$ cat config.mk
export PLATFORM = sky130hd
export DESIGN_NAME = rs_nand
export DESIGN_NICKNAME = d
export VERILOG_FILES = /design/src/rtl/rs_nand_pkg.sv /design/src/rtl/rs_nand_sync.sv /design/src/rtl/rs_nand.sv
export SDC_FILE = /design/constraint.sdc
export NUM_CORES = 1
export LEC_CHECK = 0
export CORE_AREA = 5 5 42 44
export CTS_BUF_LIST = sky130_fd_sc_hd__clkbuf_16
export DETAILED_ROUTE_END_ITERATION = 12
export DIE_AREA = 0 0 47 49
export GPL_TIMING_DRIVEN = 0
export PLACE_DENSITY_LB_ADDON = 0.08
export RECOVER_POWER = 50
export SYNTH_ARGS = -nofsm -noshare
export SYNTH_HDL_FRONTEND = slang
export SYNTH_HIERARCHICAL = 1
export SYNTH_SLANG_ARGS = --single-unit
export TNS_END_PERCENT = 1
$ cat constraint.sdc
create_clock -name clk -period 1.55 [get_ports clk]
set_input_delay 0.2325 -clock clk [delete_from_list [all_inputs] [get_ports clk]]
set_output_delay 0.2325 -clock clk [all_outputs]
set_load 0.02 [all_outputs]
$ cat src/rtl/rs_nand_pkg.sv
// Shared types and default constants for the rs_nand synchronized NAND-latch model.
// The encoding deliberately mirrors the raw {Sn, Rn} pin pair.
package rs_nand_pkg;

    localparam int DEFAULT_SYNC_STAGES   = 2;
    localparam int DEFAULT_FILTER_CYCLES = 4;

    typedef enum logic [1:0] {
        FORBID = 2'b00,
        SET    = 2'b01,
        CLEAR  = 2'b10,
        HOLD   = 2'b11
    } in_state_t;

    function automatic in_state_t decode(input logic [1:0] pair);
        return in_state_t'(pair);
    endfunction

endpackage

$ cat src/rtl/rs_nand_sync.sv
// Multi-flop synchronizer for one active-low request line.
// Resets to 1 so an idle input never looks like a request.
module rs_nand_sync #(
    parameter int STAGES = 2
) (
    input  logic clk,
    input  logic rst_n,
    input  logic d,
    output logic q
);

    logic [STAGES-1:0] chain;

    // NOTE: sequential state uses non-blocking assignments so every flop samples pre-edge values.
    always_ff @(posedge clk or negedge rst_n) begin
        if (!rst_n) begin
            chain <= '1;
        end else begin
            chain <= {chain[STAGES-2:0], d};
        end
    end

    assign q = chain[STAGES-1];

endmodule

$ cat src/rtl/rs_nand.sv
// Clocked emulation of a NAND RS latch with synchronized inputs and registered outputs.
// Optional glitch filter enabled by defining RS_NAND_GLITCH_FILTER_EN.
module rs_nand
    import rs_nand_pkg::*;
#(
    parameter int SYNC_STAGES   = DEFAULT_SYNC_STAGES,
    parameter int FILTER_CYCLES = DEFAULT_FILTER_CYCLES
) (
    input  logic clk,
    input  logic rst_n,
    input  logic Sn,
    input  logic Rn,
    output logic Q,
    output logic Qn,
    output logic forbidden
);

    logic       sn_sync;
    logic       rn_sync;
    logic [1:0] sync_pair;
    logic [1:0] pair_acc;

    rs_nand_sync #(.STAGES(SYNC_STAGES)) u_sync_sn (
        .clk   (clk),
        .rst_n (rst_n),
        .d     (Sn),
        .q     (sn_sync)
    );

    rs_nand_sync #(.STAGES(SYNC_STAGES)) u_sync_rn (
        .clk   (clk),
        .rst_n (rst_n),
        .d     (Rn),
        .q     (rn_sync)
    );

    assign sync_pair = {sn_sync, rn_sync};

`ifdef RS_NAND_GLITCH_FILTER_EN
    localparam int CW = (FILTER_CYCLES > 2) ? $clog2(FILTER_CYCLES) : 1;
    localparam logic [CW-1:0] CNT_FULL = CW'(FILTER_CYCLES - 1);

    logic [1:0]    cand;
    logic [1:0]    filt;
    logic [CW-1:0] cnt;

    // cnt holds how many consecutive samples equal cand have already been seen;
    // the FILTER_CYCLES-th matching sample is accepted in the same cycle it arrives.
    assign pair_acc = (sync_pair == cand && cnt == CNT_FULL) ? sync_pair : filt;

    always_ff @(posedge clk or negedge rst_n) begin
        if (!rst_n) begin
            cand <= 2'b11;
            filt <= 2'b11;
            cnt  <= '0;
        end else begin
            filt <= pair_acc;
            if (sync_pair != cand) begin
                cand <= sync_pair;
                cnt  <= CW'(1);
            end else if (cnt != CNT_FULL) begin
                cnt <= cnt + 1'b1;
            end
        end
    end
`else
    assign pair_acc = sync_pair;
`endif

    logic stored;
    logic stored_nxt;
    logic q_nxt;
    logic qn_nxt;
    logic forbidden_nxt;

    // NOTE: every always_comb output gets a default first so no path can infer a latch.
    always_comb begin
        stored_nxt    = stored;
        q_nxt         = stored;
        qn_nxt        = ~stored;
        forbidden_nxt = 1'b0;
        unique case (decode(pair_acc))
            SET: begin
                stored_nxt = 1'b1;
                q_nxt      = 1'b1;
                qn_nxt     = 1'b0;
            end
            CLEAR: begin
                stored_nxt = 1'b0;
                q_nxt      = 1'b0;
                qn_nxt     = 1'b1;
            end
            FORBID: begin
                // Stored bit untouched, so leaving FORBID to HOLD falls back to it cleanly.
                q_nxt         = 1'b1;
                qn_nxt        = 1'b1;
                forbidden_nxt = 1'b1;
            end
            HOLD: begin
                q_nxt  = stored;
                qn_nxt = ~stored;
            end
        endcase
    end

    always_ff @(posedge clk or negedge rst_n) begin
        if (!rst_n) begin
            stored    <= 1'b0;
            Q         <= 1'b0;
            Qn        <= 1'b1;
            forbidden <= 1'b0;
        end else begin
            stored    <= stored_nxt;
            Q         <= q_nxt;
            Qn        <= qn_nxt;
            forbidden <= forbidden_nxt;
        end
    end

endmodule

==> metrics.txt <==
Synth warnings=6; synthesized area=315 µm²; drt via density=3.90; DR WL/cell=9.94 µm; Crit path required time=1320 ps; first-pass detailed-route iteration total=2; vias in the first global route=195; final WL=477 µm; Num CTS Buffers=3; clk root buf=clkbuf_16; worst-skew pair later-pin latency=230 ps; fmax=732 MHz; min Tclk post-route=1370 ps; CP delay by family, top=buffers and inverters; Slowest-stage cell, CP=clkdlybuf4s50_1; Tot GR Track Use=0.0567; Slew Limit Fails=0; IO Count=7; Post-Synth XOR/XNOR Area=0; Initial Utilization=0.225; placer congestion estimate=0.618; nature of the critical path endpoint=output port; largest cells by area after synthesis=dfstp_2 42%, dfrtp_1 24%, ha_1 20%; Longest Clk Path Bufs=2; dpl ws=235 ps; Most used DFF post-synth=dfstp_2; initial antenna violation count=0; worst path cell trace=clkdlybuf4s50_1; PortBufs=6; Worst-Margin Slew=362 ps; status=finished clean; critical path launch point type=flip-flop; Final Net Count=42; RSZ-0062 raised after global routing=false; Remaining DRCs=0; Critical Setup Path Class=flip-flop to output port; core area=0.00140 mm²; hold crit path type=primary input to async pin; number of flops mapped to enable cells by yosys=0; Mean Syn Cell Area=14.3 µm²; Die Y=49 µm; die width=47 µm; Overflow after GRT=0; post-route ant nets=0; post-CTS setup buffers=0; reg2reg path depth=4; Synth area leader=dfstp_2; Synth Area in Simple Gates=0.0556; pin count of the biggest net entering global routing=9; Critical Path AT=1130 ps; Synth cell types=9; Post-CTS Resized=1; max incr delay on CP=590 ps; Sink Count=8; H-tree depth=1; hold_ws=349 ps; main combinational cell family by area after synthesis=adder cells; post-synthesis mux area share=0; FF+latch count, synth=8; register area share after synthesis=0.655; reg2reg setup slack=310 ps; global-route wire length before repair=772 µm; compound-gate portion of the synthesized area=0.0675; commonest cells in the netlist=5 x dfstp_2, 5 x ha_1, 3 x dfrtp_1, 3 x nor2_1, 2 x inv_1; Net Count, Synth=31; share of layout cells above drive strength 1=0.281; RR Startpoint=u_sync_sn/chain[1]$_DFF_PN1_; fin crit share=0.882; r2r endpoint=Q$_DFF_PN0_; hpwl dp=343 µm; Cells after Synth=22; Post-CTS Hold Buffers=0; CTS tree=built; n_diodes=0; Final WS setup=183 ps; skew final=3.74 ps; detailed-route via count=187; Hold Fails Final Rpt=0; normalized max-slew margin=0.758; clk slew on worst S/H paths=40 ps; Synth async-reset ratio=1.00; setup TNS=0 ps; maximum vdd drop=0.000558 V; Die ar.=0.00230 mm²; Lkg Pwr=0.217 nW; area delta synth->final=50.0%; top-area cell type share of the netlist area=0.417; CP max FO=1; Buf+Inv Stages, Crit Path=1; Max Cap Violations=0; number of DRC markers in iteration 0=1; final setup fails=0; Power Density=1530 mW/mm²; post-synthesis adder-cell area fraction=0.198; Layout Utilization=0.338; site row count=14
metrics by stage:
step                total power (W)  area (µm²)  cells
CTS                        0.000743         473     48
global route               0.000763         473     48
floorplan                  0.000267         315     22
global placement           0.000295         395     44
detailed placement         0.000295         395     44
finish                     0.000724         473     48
final cells by class:
cell class / instances / area (µm²)
sequential: 8 / 206
fill: 154 / 928
tap: 16 / 20.0
clock buffer: 3 / 75.1
timing repair buffer: 6 / 58.8
inverter: 2 / 7.51
multi-input combinational: 12 / 101
clock inverter: 1 / 3.75
how the worst max path moves through the flow:
stage	from	to	slack (ps)	cells past startpoint
global route	u_sync_sn/chain[1]$_DFF_PN1_	Q$_DFF_PN0_	150	4
global placement	Qn$_DFF_PN1_	Qn	230	1
finish	forbidden$_DFF_PN0_	forbidden	180	1
CTS	forbidden$_DFF_PN0_	forbidden	170	1
detailed placement	Qn$_DFF_PN1_	Qn	240	1
floorplan	u_sync_sn/chain[1]$_DFF_PN1_	Q$_DFF_PN0_	390	4
placed cells by master (no fill, tap or decap), drive strengths merged, types with 2 or more instances in the layout:
cell type	count
a21oi	2
dlygate4sd3	3
nor2	3
clkbuf	3
inv	3
dfstp	5
dfrtp	3
ha	5
clkdlybuf4s50	2
report_power, final:
| group | switching (W) | leakage (nW) | internal [W] |
|---|---|---|---|
| Combinational | 0.0000261 | 0.0868 | 0.0000242 |
| Sequential | 0.00000697 | 0.0877 | 0.000231 |
| Clock | 0.0000996 | 0.0423 | 0.000336 |
| Total | 0.000133 | 0.217 | 0.000591 |
cell families (layout without fill, tap and decap cells):
family / Yosys count / count (layout)
flops: 8 / 8
buf+inv: 2 / 12
compound gates: 3 / 3
fa+ha+maj: 5 / 5
simple gates: 4 / 4
per-layer routing:
| layer | GRT usage | wire length (µm) |
|---|---|---|
| met5 | 0 | 0 |
| met4 | 0.0829 | 14 |
| met3 | 0.0332 | 51 |
| met2 | 0.0724 | 251 |
| met1 | 0.0470 | 160 |
state kept, by name, summed over array words and instances, names as in the netlist:
| name | flops |
|---|---|
| Q | 1 |
| Qn | 1 |
| forbidden | 1 |
| stored | 1 |
| u_sync_rn/chain | 2 |
| u_sync_sn/chain | 2 |
Power figures use the tool's default switching activity.
